===== src/rtl/bdc_pkg.sv =====
// Shared state type, frame-geometry defaults and index helpers for the
// barrel-distortion-correction line scheduler and the remap datapath.
package bdc_pkg;

    localparam int BDC_WIDTH        = 1920;
    localparam int BDC_HEIGHT       = 1080;
    localparam int BDC_COORD_WIDTH  = 16;
    localparam int BDC_BUFFER_LINES = 4;

    typedef enum logic [1:0] {
        IDLE,
        WAIT,
        ROW
    } bdc_state_t;

    function automatic int unsigned clamp_max(input int unsigned value, input int unsigned limit);
        return (value > limit) ? limit : value;
    endfunction

    // The ring depth is a power of two, so the modulo reduces to a mask.
    function automatic int unsigned slot_mod(input int unsigned value, input int unsigned depth);
        return value & (depth - 1);
    endfunction

endpackage


===== src/rtl/bdc_line_scheduler_if.sv =====
// Row request / grant handshake between the remap engine (master) and the
// line scheduler (slave).
interface bdc_line_scheduler_if
    import bdc_pkg::*;
#(
    parameter int COORD_WIDTH  = BDC_COORD_WIDTH,
    parameter int BUFFER_LINES = BDC_BUFFER_LINES
);
    localparam int SLOT_W = $clog2(BUFFER_LINES);

    logic                   req_valid;
    logic [COORD_WIDTH-1:0] req_lo;
    logic [COORD_WIDTH-1:0] req_hi;
    logic                   req_ready;
    logic                   grant_valid;
    logic [COORD_WIDTH-1:0] grant_lo;
    logic [COORD_WIDTH-1:0] grant_hi;
    logic [SLOT_W-1:0]      grant_slot_base;
    logic                   grant_miss;
    logic                   row_done;

    modport master (
        output req_valid, req_lo, req_hi, row_done,
        input  req_ready, grant_valid, grant_lo, grant_hi, grant_slot_base, grant_miss
    );

    modport slave (
        input  req_valid, req_lo, req_hi, row_done,
        output req_ready, grant_valid, grant_lo, grant_hi, grant_slot_base, grant_miss
    );

endinterface


===== src/rtl/bdc_window_check.sv =====
// Combinational check of a requested source-line window against the lines
// currently resident in the ring: clamps the range and flags misses.
module bdc_window_check
    import bdc_pkg::*;
#(
    parameter int HEIGHT       = BDC_HEIGHT,
    parameter int COORD_WIDTH  = BDC_COORD_WIDTH,
    parameter int BUFFER_LINES = BDC_BUFFER_LINES
) (
    input  logic [COORD_WIDTH-1:0] req_lo,
    input  logic [COORD_WIDTH-1:0] req_hi,
    input  logic [COORD_WIDTH-1:0] in_lines,
    input  logic [COORD_WIDTH-1:0] last_lo,
    output logic [COORD_WIDTH-1:0] lo_c,
    output logic [COORD_WIDTH-1:0] hi_c,
    output logic                   miss,
    output logic                   resident
);
    localparam logic [COORD_WIDTH-1:0] DEPTH_C = COORD_WIDTH'(BUFFER_LINES);

    logic non_monotonic;
    logic too_wide;
    logic evicted;

    // A miss is final: the engine outputs black rather than waiting forever.
    always_comb begin
        hi_c          = COORD_WIDTH'(clamp_max(32'(req_hi), HEIGHT - 1));
        lo_c          = COORD_WIDTH'(clamp_max(32'(req_lo), 32'(hi_c)));
        non_monotonic = lo_c < last_lo;
        too_wide      = (hi_c - lo_c) >= DEPTH_C;
        evicted       = (in_lines >= DEPTH_C) && (lo_c < (in_lines - DEPTH_C));
        miss          = non_monotonic || too_wide || evicted;
        resident      = hi_c < in_lines;
    end

endmodule


===== src/rtl/bdc_line_scheduler.sv =====
// Line-buffer ring scheduler: throttles input line writes so that no line
// still needed by an output row is overwritten, and grants output rows.
module bdc_line_scheduler
    import bdc_pkg::*;
#(
    parameter int  HEIGHT       = BDC_HEIGHT,
    parameter int  COORD_WIDTH  = BDC_COORD_WIDTH,
    parameter int  BUFFER_LINES = BDC_BUFFER_LINES,
    localparam int SLOT_W       = $clog2(BUFFER_LINES)
) (
    input  logic                   clk,
    input  logic                   rst,
    input  logic                   frame_start,
    input  logic                   in_line_done,
    output logic                   in_line_allow,
    output logic [SLOT_W-1:0]      wr_slot,
    output logic [COORD_WIDTH-1:0] in_lines,
    output logic                   frame_done,
    bdc_line_scheduler_if.slave    row_bus
);
    localparam logic [COORD_WIDTH-1:0]      HEIGHT_C = COORD_WIDTH'(HEIGHT);
    localparam logic signed [COORD_WIDTH:0] DEPTH_S  = (COORD_WIDTH + 1)'(BUFFER_LINES);

    bdc_state_t                    state;
    bdc_state_t                    next_state;
    logic [COORD_WIDTH-1:0]        rows_out;
    logic [COORD_WIDTH-1:0]        last_lo;
    logic [COORD_WIDTH-1:0]        lo_c;
    logic [COORD_WIDTH-1:0]        hi_c;
    logic [COORD_WIDTH-1:0]        floor_line;
    logic signed [COORD_WIDTH:0]   headroom;
    logic                          miss;
    logic                          resident;
    logic                          handshake;
    logic                          line_step;
    logic                          row_finish;
    logic                          last_row;

    bdc_window_check #(
        .HEIGHT       (HEIGHT),
        .COORD_WIDTH  (COORD_WIDTH),
        .BUFFER_LINES (BUFFER_LINES)
    ) u_window (
        .req_lo   (row_bus.req_lo),
        .req_hi   (row_bus.req_hi),
        .in_lines (in_lines),
        .last_lo  (last_lo),
        .lo_c     (lo_c),
        .hi_c     (hi_c),
        .miss     (miss),
        .resident (resident)
    );

    assign handshake  = row_bus.req_valid && row_bus.req_ready;
    assign line_step  = in_line_done && (state != IDLE) && (in_lines != HEIGHT_C);
    assign row_finish = (state == ROW) && row_bus.row_done;
    assign last_row   = rows_out == (HEIGHT_C - 1'b1);

    always_ff @(posedge clk or posedge rst) begin
        if (rst) begin
            state <= IDLE;
        end else begin
            state <= next_state;
        end
    end

    always_comb begin
        next_state = state;
        if (frame_start) begin
            next_state = WAIT;
        end else begin
            case (state)
                IDLE:    next_state = IDLE;
                WAIT:    if (handshake) next_state = ROW;
                ROW:     if (row_bus.row_done) next_state = last_row ? IDLE : WAIT;
                default: next_state = IDLE;
            endcase
        end
    end

    // A pending non-missing request pulls the floor up, letting writes run ahead.
    always_comb begin
        row_bus.req_ready = (state == WAIT) && (miss || resident);
        floor_line        = last_lo;
        if ((state == WAIT) && row_bus.req_valid && !miss) begin
            floor_line = (lo_c > last_lo) ? lo_c : last_lo;
        end
        headroom      = $signed({1'b0, in_lines}) - $signed({1'b0, floor_line});
        in_line_allow = (state != IDLE) && (in_lines < HEIGHT_C) && (headroom < DEPTH_S);
    end

    always_ff @(posedge clk or posedge rst) begin
        if (rst) begin
            in_lines                <= '0;
            wr_slot                 <= '0;
            rows_out                <= '0;
            last_lo                 <= '0;
            frame_done              <= 1'b0;
            row_bus.grant_valid     <= 1'b0;
            row_bus.grant_lo        <= '0;
            row_bus.grant_hi        <= '0;
            row_bus.grant_slot_base <= '0;
            row_bus.grant_miss      <= 1'b0;
        end else if (frame_start) begin
            in_lines            <= '0;
            wr_slot             <= '0;
            rows_out            <= '0;
            last_lo             <= '0;
            frame_done          <= 1'b0;
            row_bus.grant_valid <= 1'b0;
        end else begin
            frame_done <= row_finish && last_row;
            if (line_step) begin
                in_lines <= in_lines + 1'b1;
                wr_slot  <= wr_slot + 1'b1;
            end
            if (handshake) begin
                row_bus.grant_valid     <= 1'b1;
                row_bus.grant_lo        <= lo_c;
                row_bus.grant_hi        <= hi_c;
                row_bus.grant_miss      <= miss;
                row_bus.grant_slot_base <= SLOT_W'(slot_mod(32'(wr_slot) - 32'(in_lines - lo_c),
                                                            BUFFER_LINES));
                if (!miss) begin
                    last_lo <= lo_c;
                end
            end else if (row_finish) begin
                row_bus.grant_valid <= 1'b0;
                rows_out            <= rows_out + 1'b1;
            end
        end
    end

endmodule


===== src/flat_wrapper.sv =====
// flat-port wrapper written by rule: the top's interface ports become plain ports
module bdc_line_scheduler_flat import bdc_pkg::*;
#(
    parameter int  HEIGHT       = BDC_HEIGHT,
    parameter int  COORD_WIDTH  = BDC_COORD_WIDTH,
    parameter int  BUFFER_LINES = BDC_BUFFER_LINES,
    localparam int SLOT_W       = $clog2(BUFFER_LINES)
)
  (clk, rst, frame_start, in_line_done, in_line_allow, wr_slot, in_lines, frame_done, row_bus_req_valid, row_bus_req_lo, row_bus_req_hi, row_bus_row_done, row_bus_req_ready, row_bus_grant_valid, row_bus_grant_lo, row_bus_grant_hi, row_bus_grant_slot_base, row_bus_grant_miss);
  bdc_line_scheduler_if #(.COORD_WIDTH(COORD_WIDTH), .BUFFER_LINES(BUFFER_LINES)) row_bus_i ();
  input  logic clk;
  input  logic rst;
  input  logic frame_start;
  input  logic in_line_done;
  output logic in_line_allow;
  output logic [SLOT_W-1:0] wr_slot;
  output logic [COORD_WIDTH-1:0] in_lines;
  output logic frame_done;
  input wire logic [$bits(row_bus_i.req_valid)-1:0] row_bus_req_valid;
  input wire logic [$bits(row_bus_i.req_lo)-1:0] row_bus_req_lo;
  input wire logic [$bits(row_bus_i.req_hi)-1:0] row_bus_req_hi;
  input wire logic [$bits(row_bus_i.row_done)-1:0] row_bus_row_done;
  output wire logic [$bits(row_bus_i.req_ready)-1:0] row_bus_req_ready;
  output wire logic [$bits(row_bus_i.grant_valid)-1:0] row_bus_grant_valid;
  output wire logic [$bits(row_bus_i.grant_lo)-1:0] row_bus_grant_lo;
  output wire logic [$bits(row_bus_i.grant_hi)-1:0] row_bus_grant_hi;
  output wire logic [$bits(row_bus_i.grant_slot_base)-1:0] row_bus_grant_slot_base;
  output wire logic [$bits(row_bus_i.grant_miss)-1:0] row_bus_grant_miss;
  assign row_bus_i.req_valid = row_bus_req_valid;
  assign row_bus_i.req_lo = row_bus_req_lo;
  assign row_bus_i.req_hi = row_bus_req_hi;
  assign row_bus_i.row_done = row_bus_row_done;
  assign row_bus_req_ready = row_bus_i.req_ready;
  assign row_bus_grant_valid = row_bus_i.grant_valid;
  assign row_bus_grant_lo = row_bus_i.grant_lo;
  assign row_bus_grant_hi = row_bus_i.grant_hi;
  assign row_bus_grant_slot_base = row_bus_i.grant_slot_base;
  assign row_bus_grant_miss = row_bus_i.grant_miss;
  bdc_line_scheduler #(.HEIGHT(HEIGHT), .COORD_WIDTH(COORD_WIDTH), .BUFFER_LINES(BUFFER_LINES)) u_core (.clk(clk), .rst(rst), .frame_start(frame_start), .in_line_done(in_line_done), .in_line_allow(in_line_allow), .wr_slot(wr_slot), .in_lines(in_lines), .frame_done(frame_done), .row_bus(row_bus_i));
endmodule

===== config.mk =====
export PLATFORM = sky130hd
export DESIGN_NAME = bdc_line_scheduler_flat
export DESIGN_NICKNAME = d
export VERILOG_FILES = /design/src/rtl/bdc_pkg.sv /design/src/rtl/bdc_line_scheduler_if.sv /design/src/rtl/bdc_window_check.sv /design/src/rtl/bdc_line_scheduler.sv /design/src/flat_wrapper.sv
export SDC_FILE = /design/constraint.sdc
export NUM_CORES = 1
export LEC_CHECK = 0
export ABC_AREA = 1
export CAP_MARGIN = 5
export CORE_MARGIN = 3
export CORE_UTILIZATION = 36
export CTS_CLUSTER_SIZE = 12
export DETAILED_ROUTE_END_ITERATION = 12
export SLEW_MARGIN = 20
export SYNTH_ARGS = -nofsm -noshare
export SYNTH_HDL_FRONTEND = slang
export SYNTH_SLANG_ARGS = --single-unit

===== constraint.sdc =====
create_clock -name clk -period 10.8 [get_ports clk]
set_input_delay 1.08 -clock clk [delete_from_list [all_inputs] [get_ports clk]]
set_output_delay 1.08 -clock clk [all_outputs]
set_load 0.01 [all_outputs]

==> impl_results.rst <==
.. list-table::
   :header-rows: 1

   * - Metric
     - Value
   * - Outcome
     - finished clean
   * - Layout cells sized above 1
     - 0.0632
   * - Nets
     - between 1000 and 1500
   * - Synth-to-layout area growth
     - 20.1%
   * - Number of global-route vias before repair
     - about 7700
   * - Iteration count of the initial detailed-routing pass
     - 5
   * - Count of different cell masters after synthesis
     - between 50 and 60
   * - Total power
     - approximately 1.0 mW
   * - Worst hold-check path type
     - reg -> reg
   * - Leakage power of the design
     - ~5 nW
   * - Req. time, crit path
     - 9720 ps
   * - Clock tree from TritonCTS
     - yes
   * - Synthesized instance count
     - roughly 1200
   * - Number of nets with antenna violations after routing
     - 0
   * - Largest incremental delay on the critical path
     - between 500 and 600 ps
   * - Startpoint class of the critical path
     - input pin
   * - Max FO, Critical Path
     - 30
   * - Antenna violations before repair
     - 0
   * - Hold_buf cts
     - 0
   * - Filler Cell Count
     - approximately 2300
   * - Main area contributors after synthesis
     - dfrtp_1 (28%), ha_1 (14%), nand2_1 (12%)
   * - Post-DP HPWL
     - around 20000 µm
   * - Cell type with the largest total area after synthesis
     - dfrtp_1
   * - Final Instance Area
     - about 9700 µm²
   * - Rows
     - between 50 and 60
   * - Main flop type after synthesis
     - dfrtp_1
   * - RSZ-0062 raised after global routing
     - false
   * - Relative slew margins
     - 0.407
   * - Diode insertion count for antenna repair
     - 0
   * - Total Die Area
     - approximately 24000 µm²
   * - Kind of end point of the critical path
     - primary output
   * - Average wire length per cell after detail routing
     - 15.7 µm
   * - DR iter-0 viols
     - between 500 and 600
   * - Post-route DRC violation count
     - 0
   * - Die extent in y
     - between 150 and 200 µm
   * - Worst-margin pin slew
     - just under 900 ps
   * - Combined area of all synthesized cells
     - 8080 µm²
   * - Io pins
     - between 90 and 100
   * - Setup Viol. Count Final
     - 0
   * - RePlAce Congestion
     - a little under 1
   * - Total negative slack for setup checks
     - 0 ps
   * - CP max-delay cell
     - clkdlybuf4s50_1
   * - Buffers from clock root to sink, at most
     - 2
   * - Global-route wire length before repair
     - ~40000 µm
   * - Post-synthesis sequential element count
     - 89
   * - Clock tree root buffer cell
     - clkbuf_16
   * - Core area
     - 22000 µm²
   * - Global route total overflow
     - 0
   * - Clock-pin slew reported for the worst setup and hold paths after clock tree synthesis
     - around 70 ps
   * - Sequential-to-total area share from yosys stat
     - 0.276
   * - Async set or reset register ratio after synthesis
     - 1.00
   * - Number of clock sinks seen by CTS
     - 89
   * - Initial cell density of the core
     - 0.368
   * - Total length of routed wires
     - between 20000 and 25000 µm
   * - Total GRT Usage
     - 0.204
   * - Later-pin clock latency in the skew report
     - ~360 ps
   * - H-Tree Depth
     - 3
   * - Placement-stage cell area
     - 9410 µm²
   * - Max Transition Viols Final
     - 0
   * - CTS buffer count
     - 9
   * - Top-area cell type share of the netlist area
     - 0.276
   * - Commonest cells after routing, fill and taps aside
     - nand2_1 (264), inv_1 (179), nor2_1 (95), clkdlybuf4s50_1 (94), ha_1 (91)
   * - Power per standard cell area
     - about 100 nW/µm²
   * - Drt via density
     - slightly above 5
   * - Hold Violations, Final
     - 0
   * - Avg Synthesized Cell Area
     - 6.84 µm²
   * - Total of buffers placed on input and output ports
     - between 90 and 100
   * - Most frequent standard cell in the layout excluding fill and tap cells
     - nand2_1
   * - Maximum number of pins on one net before global-route repair
     - a little over 60
   * - Min cycle time layout
     - between 9000 and 10000 ps
   * - Width of the chip
     - roughly 160 µm
   * - Most repeated library cell on the critical path
     - nand2_1
   * - Number of vias in the routed layout
     - between 8000 and 9000
   * - Clk_skew
     - 15.2 ps
   * - Fin crit share
     - 0.913
   * - Highest attainable clock frequency
     - just over 100 MHz
   * - Setup Crit Path Kind
     - in -> out
   * - Critical Path AT
     - slightly below 9000 ps
   * - Worst voltage drop across the vdd grid
     - 0.0780 mV
   * - Number of enable-type register cells in the synthesized netlist
     - 0
   * - Number of warnings reported in the yosys synthesis log
     - 0
   * - Max-cap check violation count
     - 0
==> stage by stage <==
step	instances	hold WS (ps)	util	setup slack, ps
6_report	1577	478	0.442	942
3_5_place_dp	1561	459	0.429	678
5_1_grt	1577	510	0.442	9.82
2_1_floorplan	1194	478	-	2140
3_3_place_gp	1561	451	0.429	793
4_1_cts	1577	479	0.441	644
==> where the power goes <==
| part | internal, mW | switching (mW) | total (mW) |
|---|---|---|---|
| clock network | 0.158 | 0.148 | 0.305 |
| registers | 0.359 | 0.0173 | 0.376 |
| logic | 0.135 | 0.189 | 0.324 |
==> cells by family after synthesis <==
family | share of synthesized area
flip-flops | 0.276
AND/OR/NAND/NOR | 0.309
buffers and inverters | 0.103
AO/OA/AOI/OAI | 0.152
multiplexers | 0.00124
XOR/XNOR | 0.0173
other | 0.000929
adder cells (fa/ha/maj) | 0.141
==> synthesized netlist by cell type, types with 13 or more instances <==
master / number
nand2_1: 264
inv_1: 180
nor2_1: 95
ha_1: 91
dfrtp_1: 89
o21ai_0: 86
nand3_1: 83
a21oi_1: 80
nor3_1: 35
o21ai_1: 26
nand4_1: 22
nand2_2: 18
xor2_1: 13
==> flip-flops by register name, summed over array words and instances, names as in the netlist <==
| register | count |
|---|---|
| u_core.last_lo | 16 |
| u_core.rows_out | 16 |
| u_core.row_bus.grant_valid | 1 |
| u_core.row_bus.grant_hi | 16 |
| u_core.wr_slot | 2 |
| u_core.state | 2 |
| u_core.in_lines | 16 |
| u_core.frame_done | 1 |
| u_core.row_bus.grant_slot_base | 2 |
| u_core.row_bus.grant_miss | 1 |
| u_core.row_bus.grant_lo | 16 |
==> final timing paths <==
check | start | slack [ps] | to | cells past startpoint
max in group asynchronous | rst | 8540 | u_core.row_bus.grant_lo[12] | 3
worst max-delay path | row_bus_req_hi[15] | 940 | in_line_allow | 49
worst max register to register | u_core.in_lines[2] | 5530 | u_core.row_bus.grant_hi[1] | 24
min in group asynchronous | rst | 1100 | u_core.row_bus.grant_hi[12] | 2
worst min-delay path | u_core.row_bus.grant_hi[14] | 480 | u_core.row_bus.grant_hi[14] | 2
worst min register to register | u_core.row_bus.grant_hi[14] | 480 | u_core.row_bus.grant_hi[14] | 2
==> timing repair <==
action                                  in CTS  in global routing
endpoints found under the setup margin       0                  1
resized for setup                            0                  7
setup buffers                                0                  0
==> area by class of cell <==
cell class	instances	area, µm²	share of cell area
sequential	89	2230	0.229
inverter	186	702	0.0723
tap	280	350	0.0361
clock inverter	5	40.0	0.00412
clock buffer	11	233	0.0240
timing repair buffer	109	1050	0.109
multi-input combinational	897	5100	0.526
==> critical path, delay by kind of cell <==
family	cells	cell delay [ps]
AO/OA/AOI/OAI	8	1460
adder cells (fa/ha/maj)	3	1050
buffers and inverters	9	1920
AND/OR/NAND/NOR	29	3230
==> layer usage <==
layer | global-route usage | vias up | part of all wire
met2 | 0.326 | 220 | 0.45
li1 | - | 4125 | -
met3 | 0.0374 | 36 | 0.057
met4 | 0.0559 | 0 | 0.021
met1 | 0.284 | 3691 | 0.47
met5 | 0 | - | 0
(Power assumes the default switching activity.)
